`src/rtl/conv_pkg.sv`:
```
// Shared definitions for the window generator and the convolution stage:
// window-offset helper, packed-window width helper and a default window word type.
package conv_pkg;

  // Default geometry shared with the convolution stage.
  localparam int unsigned CONV_N        = 3;
  localparam int unsigned CONV_BIT_SIZE = 32;

  // Shift-line index of window element (r,c) once the completing pixel is at index 0.
  function automatic int unsigned win_offset(input int unsigned r,
                                             input int unsigned c,
                                             input int unsigned n,
                                             input int unsigned w);
    return (n - 1 - r) * w + (n - 1 - c);
  endfunction

  // Bit width of one packed n x n window of bit_size pixels.
  function automatic int unsigned win_bits(input int unsigned n,
                                           input int unsigned bit_size);
    return n * n * bit_size;
  endfunction

  // Packed window word at the default geometry.
  typedef logic [CONV_N*CONV_N*CONV_BIT_SIZE-1:0] conv_win_t;

endpackage

```
`src/rtl/pixel_shift_line.sv`:
```
// Pixel shift line: Depth-entry delay line with every entry exposed as a tap.
// Ports:
//   clk, res_n : clock, asynchronous active-low reset (clears all entries)
//   shift_en   : shift din into entry 0, oldest entry drops out
//   din        : incoming pixel
//   taps       : entry i at [i*BitSize +: BitSize], entry 0 is the newest
module pixel_shift_line #(
  parameter int unsigned Depth   = 11,
  parameter int unsigned BitSize = 32
) (
  input  logic                       clk,
  input  logic                       res_n,
  input  logic                       shift_en,
  input  logic [BitSize-1:0]         din,
  output logic [Depth*BitSize-1:0]   taps
);

  // Shift register; newest pixel lands in the low slice.
  always_ff @(posedge clk or negedge res_n) begin
    if (!res_n) begin
      taps <= '0;
    end else if (shift_en) begin
      taps <= {taps[(Depth-1)*BitSize-1:0], din};
    end
  end

endmodule

```
`src/rtl/window_gen_stage.sv`:
```
// Window generator: turns a raster pixel stream into packed N x N windows
// for every valid stride-1 position of a square InWidth x InWidth frame.
// Ports:
//   clk, res_n            : clock, asynchronous active-low reset
//   in_valid/in_ready     : pixel handshake (in_ready is combinational from out_ready)
//   in_pixel              : raster-order pixel, top-left first
//   out_valid/out_ready   : window handshake, single registered output entry
//   out_data              : element k = r*N+c at [k*BitSize +: BitSize], r=0 top row
//   out_last              : final window of the frame (only with WINDOW_GEN_LAST_EN)
// Build option: define WINDOW_GEN_LAST_EN to add the out_last port.
module window_gen_stage
  import conv_pkg::*;
#(
  parameter int unsigned N          = 3,
  parameter int unsigned BitSize    = 32,
  parameter int unsigned ImageWidth = 4
) (
  input  logic                       clk,
  input  logic                       res_n,
  input  logic                       in_valid,
  output logic                       in_ready,
  input  logic [BitSize-1:0]         in_pixel,
  output logic                       out_valid,
  input  logic                       out_ready,
  output logic [(N*N)*BitSize-1:0]   out_data
`ifdef WINDOW_GEN_LAST_EN
  ,
  output logic                       out_last
`endif
);

  localparam int unsigned InWidth = ImageWidth + N - 1;
  localparam int unsigned Depth   = (N - 1) * InWidth + N;
  localparam int unsigned WinW    = win_bits(N, BitSize);
  localparam int unsigned CntW    = (InWidth > 1) ? $clog2(InWidth) : 1;
  localparam logic [CntW-1:0] LastIdx = CntW'(InWidth - 1);
  localparam logic [CntW-1:0] FirstWin = CntW'(N - 1);

  logic [CntW-1:0]          col;
  logic [CntW-1:0]          row;
  logic [Depth*BitSize-1:0] taps;
  logic [Depth*BitSize-1:0] post_c;
  logic [BitSize-1:0]       unused_tap_top;
  logic [WinW-1:0]          win_c;
  logic                     accept_c;
  logic                     win_hit_c;

  assign in_ready  = !out_valid || out_ready;
  assign accept_c  = in_valid && in_ready;
  assign win_hit_c = accept_c && (row >= FirstWin) && (col >= FirstWin);

  pixel_shift_line #(
    .Depth   (Depth),
    .BitSize (BitSize)
  ) u_shift_line (
    .clk      (clk),
    .res_n    (res_n),
    .shift_en (accept_c),
    .din      (in_pixel),
    .taps     (taps)
  );

  // Shift-line contents as they will be after this accept, so the window
  // can be loaded in the same cycle as its completing pixel.
  assign post_c         = {taps[(Depth-1)*BitSize-1:0], in_pixel};
  assign unused_tap_top = taps[Depth*BitSize-1 -: BitSize];

  // Gather the N x N window from the post-shift line.
  always_comb begin
    win_c = '0;
    for (int unsigned r = 0; r < N; r++) begin
      for (int unsigned c = 0; c < N; c++) begin
        win_c[(r*N+c)*BitSize +: BitSize] =
          post_c[win_offset(r, c, N, InWidth)*BitSize +: BitSize];
      end
    end
  end

  // Raster position of the next pixel to be accepted.
  always_ff @(posedge clk or negedge res_n) begin
    if (!res_n) begin
      col <= '0;
      row <= '0;
    end else if (accept_c) begin
      if (col == LastIdx) begin
        col <= '0;
        row <= (row == LastIdx) ? '0 : row + CntW'(1);
      end else begin
        col <= col + CntW'(1);
      end
    end
  end

  // Single-entry output register; a load wins over a drain in the same cycle.
  always_ff @(posedge clk or negedge res_n) begin
    if (!res_n) begin
      out_valid <= 1'b0;
      out_data  <= '0;
    end else if (win_hit_c) begin
      out_valid <= 1'b1;
      out_data  <= win_c;
    end else if (out_ready) begin
      out_valid <= 1'b0;
    end
  end

`ifdef WINDOW_GEN_LAST_EN
  // Marks the window completed by the bottom-right pixel of the frame.
  always_ff @(posedge clk or negedge res_n) begin
    if (!res_n) begin
      out_last <= 1'b0;
    end else if (win_hit_c) begin
      out_last <= (row == LastIdx) && (col == LastIdx);
    end
  end
`endif

endmodule
```
`config.mk`:
```
export PLATFORM = sky130hd
export DESIGN_NAME = window_gen_stage
export DESIGN_NICKNAME = d
export VERILOG_FILES = /design/src/rtl/conv_pkg.sv /design/src/rtl/pixel_shift_line.sv /design/src/rtl/window_gen_stage.sv
export SDC_FILE = /design/constraint.sdc
export NUM_CORES = 1
export LEC_CHECK = 0
export CAP_MARGIN = 20
export CORE_AREA = 2 2 233 235
export CTS_CLUSTER_SIZE = 10
export DETAILED_ROUTE_END_ITERATION = 10
export DIE_AREA = 0 0 235 237
export PLACE_DENSITY = 0.78
export SYNTH_ARGS = -nofsm -noshare
export SYNTH_HDL_FRONTEND = slang
export SYNTH_HIERARCHICAL = 1
export SYNTH_SLANG_ARGS = --single-unit
export TNS_END_PERCENT = 50
```
`constraint.sdc`:
```
create_clock -name clk -period 2.1 [get_ports clk]
set_clock_uncertainty 0.05 [all_clocks]
set_input_delay 0.21 -clock clk [delete_from_list [all_inputs] [get_ports clk]]
set_output_delay 0.21 -clock clk [all_outputs]
set_load 0.05 [all_outputs]
```
==> results by stage <==
Clocking:
- The clock tree synthesis step divided the H-tree into 3 levels.
- Buffers added to address setup during post-CTS repair amount to 0.
- The tree is rooted in a sky130_fd_sc_hd__clkbuf_16.
- At the later pin of the worst-skew pair, clock insertion delay measures 600 ps.
- The longest clock path from root to sink contains 3 buffers.
- The clock transition at the registers of the reported paths is 50 ps.
- The clock buffer count from CTS is 84.
- The clock tree from TritonCTS is yes.
- The clock sink total is approximately 740.

Die:
- The floorplan step set the die width to 235 um.
- The number of core rows is 85.
- The die covers 0.0557 sq mm.
- In this run the vertical extent of the chip is between 200 and 250 um.
- 326 I/O pins were placed.
- The starting density of the core is 52.0%.
- The placeable core area is between 0.05 and 0.06 sq mm.

STA:
- The transition time at the pin with the least slew margin is 629 ps.
- The fmax is slightly below 0.5 GHz.
- The hold violation count in the final report came to 0.
- The clock period minus worst slack is 2060 ps.
- The ratio of final minimum period to clock period is between 90% and 100%.
- The setup TNS is 0 ps.
- The remaining max-slew budget at the tightest pin is about three fifths.
- Setup repair after global routing left no endpoint under its margin.
- The final number of max-transition violations came to 0.
- Setup violations remaining at the end of the flow were counted as 0.

Route:
- The starting DRC count in detailed routing is 553.
- The number of optimization iterations in the first detailed-route pass is 4.
- After detailed routing, the total wire length is 52,800 um.
- The average detailed-routed wire length per instance is between 15 and 20 um.
- Once detail routing completed, the nets flagged for antenna violations numbered 0.
- The post-route DRC violation count is 0.
- The routed layout has about 14k vias.
- After detailed routing, the number of vias per cell comes to 5.26.

Finish:
- The post-route netlist has 37.7% of its cells at a drive strength greater than 1.
- Cells fill between 60 and 70% of the core in the end.
- The number of nets in the finished design is 2,038.
- The layout overhead on the synthesized area is 24.8%.
- The number of fill cells is 3,639.
- The finished cells cover 0.0346 sq mm.

Place:
- The congestion estimate from routability-driven global placement came to 0.777.
- The standard cell area after detailed placement is 0.0324 sq mm.
- Once detailed placement completed, the half-perimeter wirelength came to 36,200 um.
- The number of buffers inserted by port buffering is 325.

Worst setup path:
- The endpoint identified for the worst register-to-register timing path is out_data[38]$_DFFE_PN0P_.
- The data arrival time at the worst-slack endpoint is 1800 ps.
- The count of buffer and inverter cells on the critical path is 1.
- The kind of critical path is flop to primary output.
- The largest single stage delay on the critical path is approximately 820 ps.
- The setup check on the worst reg-to-reg path leaves a slack of 280 ps.
- At the worst endpoint, the required time is 1840 ps.
- The startpoint identified for the worst register-to-register timing path is row[2]$_DFFE_PN0P_.
- The path depth of the worst reg2reg path is 5.
- Of all nets on the critical path, the largest fanout is 2.
- The endpoint class of the critical path is a primary output.
- The launching element type of the critical path is a flop.
- Among cell families on the critical path, the largest total delay comes from buffers and inverters.
- The path length in cells of the critical path is 1.
- The critical path goes through clkdlybuf4s50_1.
- The timing startpoint of the critical path is out_data[227]$_DFFE_PN0P_.
- Among all stages on the critical path, the largest delay is contributed by sky130_fd_sc_hd__clkdlybuf4s50_1.
- The critical path ends at out_data[227].

Global route:
- The overall overflow remaining after global route is 0.
- The number of antenna violations at the first check in global routing came to 0.
- The met1 global-route usage is a little over a quarter.
- The highest-utilization routing layer at the global route stage is met2.
- The pin count of the biggest net entering global routing is 104.
- The met2 global-route usage is 30.8%.
- Global routing used between 10% and 20% of the available tracks across all layers.
- Global routing used under 10% of the available met3 tracks.
- The first global-routing pass estimated between 80,000 and 90,000 um of wire.
- The number of global-route vias before repair is ~16k.

Logic synthesis:
- The number of nets handed over by synthesis was 1,617.
- In the synthesized netlist, the number of instances is 1,581.
- The post-synthesis average cell area is 17.5 sq um.
- For this run, the number of Yosys warnings is 6.
- Summing every instance area after synthesis gives 0.0277 sq mm.

Run status:
- The run finished with clean final reports.

Run:
- The tool flagged a number of max-cap violations equal to 0.

Worst hold path:
- The min-delay analysis places its worst path in the category input pin to asynchronous set/reset pin.
## placed cells by master (no fill, tap or decap)
master / count
sky130_fd_sc_hd__buf_8: 1
sky130_fd_sc_hd__buf_4: 52
sky130_fd_sc_hd__buf_12: 40
sky130_fd_sc_hd__nand3_1: 2
sky130_fd_sc_hd__clkbuf_1: 4
sky130_fd_sc_hd__nand2b_1: 1
sky130_fd_sc_hd__nor2b_1: 3
sky130_fd_sc_hd__nor2_1: 2
sky130_fd_sc_hd__mux2_1: 170
sky130_fd_sc_hd__a21bo_2: 1
sky130_fd_sc_hd__nand4_1: 1
sky130_fd_sc_hd__clkbuf_16: 87
sky130_fd_sc_hd__xnor2_1: 1
sky130_fd_sc_hd__and2_4: 1
sky130_fd_sc_hd__o22a_2: 1
sky130_fd_sc_hd__dlygate4sd3_1: 1
sky130_fd_sc_hd__dfrtp_2: 1
sky130_fd_sc_hd__dlygate4sd2_1: 46
sky130_fd_sc_hd__clkbuf_8: 2
sky130_fd_sc_hd__mux2_2: 570
sky130_fd_sc_hd__diode_2: 2
sky130_fd_sc_hd__dfrtp_1: 742
sky130_fd_sc_hd__nand3_4: 1
sky130_fd_sc_hd__and4b_1: 1
sky130_fd_sc_hd__clkdlybuf4s50_1: 250
sky130_fd_sc_hd__xor2_1: 1
sky130_fd_sc_hd__inv_6: 1
sky130_fd_sc_hd__dlymetal6s2s_1: 27
## area by class of cell
| type | instances | area [sq um] | share of cell area, % |
|---|---|---|---|
| well taps | 696 | 871 | 2.52 |
| repair buffers | 417 | 4460 | 12.9 |
| multi-input cells | 756 | 8460 | 24.4 |
| flip-flops and latches | 743 | 18600 | 53.7 |
| diodes | 2 | 5.00 | 0.0145 |
| clock buffers | 93 | 2220 | 6.41 |
| clock inverters | 1 | 8.76 | 0.0253 |
## how the worst min path moves through the flow
stage	startpoint	end	slack (ps)	cells past startpoint
after CTS	res_n	out_data[256]$_DFFE_PN0P_	30	2
after global routing	res_n	out_data[256]$_DFFE_PN0P_	70	2
after detailed placement	res_n	out_data[256]$_DFFE_PN0P_	90	1
final	res_n	out_data[256]$_DFFE_PN0P_	50	2
after global placement	res_n	out_data[256]$_DFFE_PN0P_	80	1
after floorplan	res_n	col[0]$_DFFE_PN0P_	-140	0
## stage by stage
stage	cells	worst slack, ps	hold WS (ps)
2_1_floorplan	1581	78.0	-136
3_3_place_gp	2611	62.8	84.8
3_5_place_dp	2611	34.9	85.3
4_1_cts	2706	0.275	33.2
5_1_grt	2706	0.222	73.3
6_report	2708	42.3	47.9
## flip-flops by register name, indices dropped and copies added (netlist names)
| signal | cells |
|---|---|
| col | 3 |
| u_shift_line/taps | 448 |
| out_data | 288 |
| row | 3 |
| out_valid | 1 |
## per-layer routing
| metal | part of all wire, % | routed length (um) | up-vias |
|---|---|---|---|
| met2 | 49 | 25600 | 294 |
| met4 | 2.1 | 1130 | 0 |
| met3 | 5.2 | 2770 | 78 |
| met1 | 44 | 23300 | 7438 |
| li1 | - | - | 6439 |
| met5 | 0 | 0 | - |
## repair_timing
action,CTS,global route
setup endpoints to repair,46,27
hold buffers,1,0
resized for setup,46,27
cloned,0,0
hold endpoints to repair,459,0
pin swaps,0,0
Power is left out: the tool's default activity adds up to more than one toggle a clock period on the data nets, which glitch-free logic cannot reach.
